[config.mk]
export PLATFORM = sky130hd
export DESIGN_NAME = tohost_monitor
export DESIGN_NICKNAME = d
export VERILOG_FILES = /design/src/rtl/tohost_pkg.sv /design/src/rtl/sat_counter.sv /design/src/rtl/tohost_monitor.sv
export SDC_FILE = /design/constraint.sdc
export NUM_CORES = 1
export LEC_CHECK = 0
export ABC_CLOCK_PERIOD_IN_PS = 2200
export BUFFER_PORTS_ARGS = -buffer_cell sky130_fd_sc_hd__buf_2
export CAP_MARGIN = 15
export CORE_MARGIN = 3
export CORE_UTILIZATION = 47
export DETAILED_ROUTE_END_ITERATION = 16
export PLACE_DENSITY = 0.84
export SLEW_MARGIN = 20
export SYNTH_ARGS = -nofsm -noshare
export SYNTH_HDL_FRONTEND = slang
export SYNTH_HIERARCHICAL = 1
export SYNTH_SLANG_ARGS = --single-unit
[constraint.sdc]
create_clock -name sys_clk -period 2.2 [get_ports sys_clk]
set_input_delay 0.55 -clock sys_clk [delete_from_list [all_inputs] [get_ports sys_clk]]
set_output_delay 0.55 -clock sys_clk [all_outputs]
set_load 0.03 [all_outputs]
[src/rtl/tohost_pkg.sv]
// Shared types and the tohost write decision rule for the end-of-test monitor.
package tohost_pkg;

    typedef enum logic [2:0] {
        ST_IDLE,
        ST_RUN,
        ST_PASS,
        ST_FAIL,
        ST_TIMEOUT,
        ST_ERROR
    } state_t;

    typedef enum logic [1:0] {
        V_IGNORE,
        V_PASS,
        V_FAIL,
        V_ERROR
    } verdict_t;

    // riscv-tests writes 1 to tohost on success; odd values carry (testnum << 1) | 1.
    localparam int unsigned PASS_CODE  = 1;
    // Widest data bus the decision function accepts; narrower buses are zero-extended.
    localparam int unsigned MAX_DATA_W = 256;

    // Decide what a tohost write means. Partial strobes are always illegal,
    // a zero word is a no-op, 1 is PASS, other odd values are FAIL, even nonzero is illegal.
    function automatic verdict_t classify(input logic [MAX_DATA_W-1:0] wdata,
                                          input logic                  full_strobe);
        if (!full_strobe) begin
            return V_ERROR;
        end
        if (wdata == '0) begin
            return V_IGNORE;
        end
        if (wdata == MAX_DATA_W'(PASS_CODE)) begin
            return V_PASS;
        end
        if (wdata[0]) begin
            return V_FAIL;
        end
        return V_ERROR;
    endfunction

endpackage

[src/rtl/sat_counter.sv]
// Up-counter with enable and synchronous clear that sticks at all-ones instead of wrapping.
module sat_counter #(
    parameter int unsigned W = 32
) (
    input  logic         clk,
    input  logic         rst,
    input  logic         en,
    input  logic         clr,
    output logic [W-1:0] count
);

    // Clear has priority over counting; the counter holds once saturated.
    always_ff @(posedge clk or posedge rst) begin
        if (rst) begin
            count <= '0;
        end else if (clr) begin
            count <= '0;
        end else if (en && (count != '1)) begin
            count <= count + W'(1);
        end
    end

endmodule

[src/rtl/tohost_monitor.sv]
// Snoops dmem writes for riscv-tests tohost and reports a sticky PASS/FAIL/TIMEOUT/ERROR result.
module tohost_monitor
    import tohost_pkg::*;
#(
    parameter int unsigned        ADDR_W         = 32,
    parameter int unsigned        DATA_W         = 32,
    parameter logic [ADDR_W-1:0]  TOHOST_ADDR    = 'h1000,
    parameter int unsigned        TIMEOUT_CYCLES = 20000,
    parameter int unsigned        CNT_W          = 32
) (
    input  logic                  sys_clk,
    input  logic                  sys_rst,
    input  logic                  start,
    input  logic                  clear,
    input  logic [DATA_W/8-1:0]   mem_we,
    input  logic [ADDR_W-1:0]     mem_addr,
    input  logic [DATA_W-1:0]     mem_wdata,
    output logic                  done,
    output logic                  pass,
    output logic                  fail,
    output logic                  timeout,
    output logic                  proto_err,
    output logic [DATA_W-2:0]     fail_testnum,
    output logic [CNT_W-1:0]      cycle_count
);

    // The watchdog has its own counter so a narrow cycle_count cannot mask expiry.
    localparam int unsigned     WD_W    = (TIMEOUT_CYCLES > 1) ? $clog2(TIMEOUT_CYCLES) : 1;
    localparam logic [WD_W-1:0] WD_LAST = WD_W'(TIMEOUT_CYCLES - 1);

    state_t            state;
    state_t            state_next;
    verdict_t          verdict;
    logic              hit;
    logic              decisive;
    logic              run_en;
    logic              cnt_clr;
    logic              wd_expired;
    logic [WD_W-1:0]   wd_count;
    logic [DATA_W-2:0] testnum_q;

    assign hit        = (|mem_we) && (mem_addr == TOHOST_ADDR);
    assign verdict    = classify(MAX_DATA_W'(mem_wdata), &mem_we);
    assign decisive   = hit && (verdict != V_IGNORE);
    assign run_en     = (state == ST_RUN);
    assign cnt_clr    = clear || ((state == ST_IDLE) && start);
    assign wd_expired = (TIMEOUT_CYCLES != 0) && (wd_count == WD_LAST);

    sat_counter #(.W(CNT_W)) u_cycle (
        .clk   (sys_clk),
        .rst   (sys_rst),
        .en    (run_en),
        .clr   (cnt_clr),
        .count (cycle_count)
    );

    sat_counter #(.W(WD_W)) u_watchdog (
        .clk   (sys_clk),
        .rst   (sys_rst),
        .en    (run_en),
        .clr   (cnt_clr),
        .count (wd_count)
    );

    // Next-state: decisive hit beats watchdog, clear beats everything, results are sticky.
    always_comb begin
        state_next = state;
        case (state)
            ST_IDLE: begin
                if (start) begin
                    state_next = ST_RUN;
                end
            end
            ST_RUN: begin
                if (decisive) begin
                    case (verdict)
                        V_PASS:  state_next = ST_PASS;
                        V_FAIL:  state_next = ST_FAIL;
                        default: state_next = ST_ERROR;
                    endcase
                end else if (wd_expired) begin
                    state_next = ST_TIMEOUT;
                end
            end
            default: begin
            end
        endcase
        if (clear) begin
            state_next = ST_IDLE;
        end
    end

    // State register.
    always_ff @(posedge sys_clk or posedge sys_rst) begin
        if (sys_rst) begin
            state <= ST_IDLE;
        end else begin
            state <= state_next;
        end
    end

    // Capture the failing test number on entry to FAIL; zero otherwise.
    always_ff @(posedge sys_clk or posedge sys_rst) begin
        if (sys_rst) begin
            testnum_q <= '0;
        end else if (clear) begin
            testnum_q <= '0;
        end else if ((state == ST_RUN) && (state_next == ST_FAIL)) begin
            testnum_q <= mem_wdata[DATA_W-1:1];
        end
    end

    assign pass         = (state == ST_PASS);
    assign fail         = (state == ST_FAIL);
    assign timeout      = (state == ST_TIMEOUT);
    assign proto_err    = (state == ST_ERROR);
    assign done         = pass | fail | timeout | proto_err;
    assign fail_testnum = testnum_q;

endmodule

After elaboration in Yosys (flattened, before gate mapping)
Index checks and enable logic that the tools add are counted.
Widths: inputs -> output; s select.

word-level totals
  bits in registers = 81

cells by class
  reductions and logical operators = 15
  add/subtract/negate cells = 2
  bitwise gates (word level) = 3
  equal/unequal tests = 13
  muxes and demuxes = 29

operator list
  cell                   number
  $mux 32                2
  $mux 31                2
  $add 32x1->32 const B  1
  $eq 32x1->1 const B    1
  $eq 32x13->1 const B   1
  $logic_not 32->1       1
  $ne 32x32->1 const B   1
  $mux 15                2
  $mux 2                 8
  $add 15x1->15 const B  1
  $eq 15x15->1 const B   1
  $ne 15x15->1 const B   1
  $mux 3                 4
  $pmux 3 s2             2
  $eq 3x2->1 const B     3
  $mux 1                 9
  $reduce_bool 2->1      4
  $eq 3x3->1 const B     2
  $logic_and 1x1->1      6
  $reduce_and 4->1       1
  $reduce_or 4->1        1
  $eq 3x1->1 const B     1
  $logic_not 3->1        1
  $or 1x1->1             3
  3 further kinds        3

Longest topological paths before layout
  word-level depth = 21
  depth in mapped cells = 13
  depth with buffers taken out = 12

Cells and area by module
Netlist, hierarchy kept.

by module, submodules not included
  module                     cells an instance  instances  seq. area each (um^2)  area an instance (um^2)
  tohost_monitor             167                1          850.8                  1975.6
  sat_counter at u_cycle     186                1          800.8                  1740.4
  sat_counter at u_watchdog  85                 1          375.4                  870.8

Worst setup path after synthesis
Ideal clock, no wire load.

  kind = input port to flip-flop
  from = input mem_wdata[8]
  to = register testnum_q[0], in the netlist fail_testnum[0]
  stages on the path = 13
  arrival time = 2.996 ns
  slack = -0.921 ns
  buffers on the path = 1
  data required time = 2.075 ns
  library setup time = 0.125 ns
  cells stage by stage = nor4_1 > nand4_1 > nor2_1 > xnor2_1 > nor2_1 > ha_1 > nor4_1 > nand4_1 > nor4_1 > a211oi_2 > nor3_2 > buf_6 > mux2_4

on the way
  word-level cells in the longest chain between the ends = 16
  elaborated cells between the ends (all ways) = 25
  classes of those cells = eq/ne: 4; mux: 16; reduce/logical: 5

ends and longest elaborated chain
  what                                             RTL line                                    source
  start: declaration                               tohost_monitor.sv:17                        input logic [DATA_W-1:0] mem_wdata,
  $logic_not 32->1                                 tohost_pkg.sv:32                            if (wdata == '0) begin
  $mux 2                                           tohost_pkg.sv:32
  $mux 2                                           tohost_pkg.sv:35                            if (wdata == MAX_DATA_W'(PASS_CODE)) begin
  $mux 2                                           tohost_pkg.sv:38                            if (wdata[0]) begin
  $mux 2                                           tohost_pkg.sv:41                            return V_ERROR;
  $mux 2                                           tohost_pkg.sv:38
  $mux 2 *                                         tohost_pkg.sv:35
  $mux 2 *                                         tohost_pkg.sv:32
  $eq 2x2->1 (tied with other cells)               tohost_monitor.sv:76                        case (verdict)
  $pmux 3 s2 or $logic_and 1x1->1 (tied branches)  tohost_monitor.sv:76, tohost_monitor.sv:44
  $mux 3 *                                         tohost_monitor.sv:75                        if (decisive) begin
  $pmux 3 s2 *                                     tohost_monitor.sv:68                        case (state)
  $mux 3 *                                         tohost_monitor.sv:88                        if (clear) begin
  $eq 3x2->1 *                                     tohost_monitor.sv:108                       end else if ((state == ST_RUN) && (state_next == ST_FAIL)) begin
  $logic_and 1x1->1 *                              tohost_monitor.sv:108
  $reduce_bool 2->1 (no source line) *             n/a
  end signal: assignment                           tohost_monitor.sv:109                       testnum_q <= mem_wdata[DATA_W-1:1];
  end: declaration                                 tohost_monitor.sv:40                        logic [DATA_W-2:0] testnum_q;

Mark *: on every way between the ends. The rest lies on a longest branch, timed or not. The select of a mux whose other input is x is not followed.
A chain may end at the register's enable or synchronous reset.

Final worst setup path
  from = input mem_wdata[13]
  to = register testnum_q[15], in the netlist fail_testnum[15]

Same word-level chain as after synthesis.

==> key figures <==
CTS
  • Clock Sink Count: 81
  • Reg clk slew, reported paths: 0.10 ns
  • H-tree Lvls: 3
  • Clk_lat worst skew: 0.37 ns
  • Root buffer cell: clkbuf_8
  • Max clock buf depth: 2
  • CTS tree: yes
  • Cts bufs inserted: 9

Synth
  • Register area share after synthesis: 0.442
  • Mapped Avg Cell Area: 10.5 µm²
  • Synth Cell Area: 4590 µm²
  • Synth area leader: dfrtp_1
  • Synth area leaders: dfrtp_1 44%, mux2_4 9.8%, nor2b_1 4.5%
  • Cell variety after synth: 59
  • Synthesized flop and latch total: 81
  • Cells after Synth: 438
  • Asr flop ratio synth: 1.00
  • Commonest register cell after synthesis: dfrtp_1
  • Post-synth net total: 515
  • Synth warn: 6
  • EDFF count, synth: 0
  • Area share of the largest cell type after synthesis: 0.442

Outcome
  • Failing checks: negative setup slack
  • Status: finished with violations

GRT
  • GRT met2 Usage: 0.488
  • First-pass GRT wire length: 23,400 µm
  • Total GRT Usage: 0.263
  • Met3 usage: 0.0352
  • Antenna violations before repair: 0
  • Largest net degree at the start of global routing: 35
  • Number of global-route vias before repair: 4,797
  • Overflow after GRT: 0
  • GR Util met1: 0.310
  • GR peak layer: met2

Setup path
  • Cell mode on critical path: nand4_1
  • CP delay by family, top: simple AND/OR/NAND/NOR gates
  • Arr. time, crit path: 3.45 ns
  • CP Launch Type: input port
  • Slowest CP cell: mux2_4
  • Critical path buffers and inverters: 4
  • Crit end category: flop
  • Max incr delay on CP: 0.31 ns
  • Crit path cell chain: buf_2 -> nor4_2 -> nand4_1 -> nor2_1 -> xnor2_1 -> nor2_1 -> ha_2 -> nor4_4 -> nand4_1 -> buf_4 -> nor3_4 -> nand4_1 -> nor3_4 -> buf_6 -> buf_12 -> mux2_4
  • Worst EP required: 2.44 ns
  • Crit-path max FO: 8
  • Crit Path Class: input port to flop

Floorplan
  • I/O pin count: 140
  • Core area: 9370 µm²
  • Die width: 105 µm
  • Die ar.: 11,000 µm²
  • Row count: 35
  • Die Y: 105 µm
  • Starting density of the core: 0.489

Drt
  • Post-DRT Antenna Nets: 0
  • Total number of vias: 4,716
  • Drt total wl: 15,000 µm
  • Vias/cell: 5.84
  • DRC errors left: 0
  • First DRT Iteration DRCs: 264
  • Wire per inst: 18.6 µm
  • Drt first pass iters: 5

Finish
  • Final cell count without fillers: 807
  • Share of cells above drive strength 1: 0.525
  • Commonest non-fill, non-tap cell in the layout: buf_2
  • Fin nets: 750
  • Layout Area Growth over Synthesis: 49.0%
  • Commonest cells after routing, fill and taps aside: 134 x buf_2, 88 x buf_4, 71 x dfrtp_1
  • Antenna Cells: 0

Timing
  • Setup-failing EPs final: 39
  • Maximum clock frequency: 0.312 GHz
  • Final WS setup: -1.00 ns
  • Least-Margin Pin Slew: 0.598 ns
  • Final Hold Viols: 0
  • Slew Viols, Final: 0
  • Fin crit share: 1.46
  • Setup TNS: -31.73 ns
  • Post-layout min period: 3.20 ns
  • RSZ-0062 raised after global routing: yes
  • Relative slew margins: 0.601
  • Clk_skew: 0.0211 ns

Place
  • PortBufs: 139
  • GPL Wtd Cong: 0.826
  • DP Cell Count: 772
  • HPWL Detailed: 9900 µm

Power
  • Leakage Power: 3.20 nW
  • PwrDens: 472 nW/µm²
  • Max rail drop VDD: 0.336 mV

Hold path
  • Hold crit path type: input port to async pin

Job
  • Max_cap viols: 0
-- timing repair --
action / in CTS / in global routing
pin swaps: 17 / 20
hold buffers: 0 / 0
buffers inserted: 7 / 10
resized for setup: 29 / 30
endpoints found under the setup margin: 39 / 50
hold endpoints to repair: 0 / 0
gates cloned: 3 / 2
-- registers in the layout, summed over array words and instances (netlist names) --
register,cells
fail_testnum,31
u_watchdog/count,15
u_cycle/count,32
state,3
-- stage by stage --
step | hold slack [ns] | area, µm² | setup WS, ns | total power, mW | utilization
floorplan | 0.451 | 4690 | -0.838 | 1.63 | -
global placement | 0.542 | 6080 | -1.52 | 1.77 | 0.649
detailed placement | 0.570 | 6080 | -1.56 | 1.78 | 0.649
CTS | 0.267 | 6600 | -1.09 | 3.20 | 0.705
global route | 0.292 | 6830 | -1.18 | 3.33 | 0.729
finish | 0.249 | 6830 | -1.00 | 3.22 | 0.729
-- per-layer routing --
metal  vias to the layer above  part of all wire
li1                       2146                 -
met1                      2333              0.38
met2                       206              0.53
met3                        31             0.058
met4                         0             0.025
met5                         -                 0
-- cells by family (layout without fill, tap and decap cells) --
family / after synthesis / after routing / share of synthesized area
AO/OA/AOI/OAI: 87 / 88 / 0.130
buffers and inverters: 29 / 267 / 0.0322
flip-flops: 81 / 81 / 0.442
multiplexers: 34 / 34 / 0.107
XOR/XNOR: 8 / 8 / 0.0153
AND/OR/NAND/NOR: 194 / 195 / 0.260
adder cells (fa/ha/maj): 5 / 5 / 0.0136
-- worst reg2reg max path: stages (launching register included) --
cell and delay [ns]:
dfrtp_1 0.39, or3b_2 0.49, nor4_1 0.30, buf_4 0.20, nor2b_1 0.06, a211oi_4 0.30, nor3_4 0.09, buf_6 0.14
buf_12 0.14, mux2_4 0.31
-- cells in the mapped netlist, types with 2 or more instances --
library cell and instances:
dfrtp_1 81, nor2b_1 33, a21oi_1 32, mux2_4 30
nor2_1 22, nor4_1 20, nand2_1 19, o31ai_1 16
or4_1 16, inv_1 15, nand3_1 15, nand4_1 15
o21ai_0 13, or3_1 13, clkbuf_1 8, nor3_1 8
and3_1 7, xnor2_1 6, and4_1 5, buf_6 5
ha_1 5, nand4b_1 3, o21ai_1 3, or3_2 3
a211oi_1 2, a21oi_2 2, a31o_2 2, a41oi_1 2
mux2_2 2, mux2i_1 2, nor3_2 2, nor4b_1 2
o41ai_1 2, xor2_1 2
-- worst paths after layout --
kind                                      startpoint             endpoint  slack [ns]  cells after the start
worst max-delay path                   mem_wdata[13]     fail_testnum[15]       -1.00                     16
worst min-delay path                         sys_rst  u_watchdog/count[2]        0.25                      2
worst max register to register  u_watchdog/count[13]     fail_testnum[15]       -0.34                      9
worst min register to register     u_cycle/count[31]    u_cycle/count[31]        0.58                      2
max in group asynchronous                    sys_rst  u_watchdog/count[9]        1.56                      2
min in group sys_clk                   mem_wdata[30]     fail_testnum[29]        0.40                      2
-- area by class of cell --
type / instances / area (µm²)
fillers: 674 / 2540
inverters: 15 / 56.3
multi-input cells: 330 / 2760
repair buffers: 236 / 1560
clock inverters: 7 / 130
well taps: 129 / 161
clock buffers: 9 / 124
flip-flops and latches: 81 / 2040
-- power by group --
part	internal, mW	switching, mW	leakage [nW]
clock network	0.779	0.648	0.128
registers	1.49	0.00368	1.11
logic	0.132	0.169	1.96
Power figures use the tool's default switching activity.
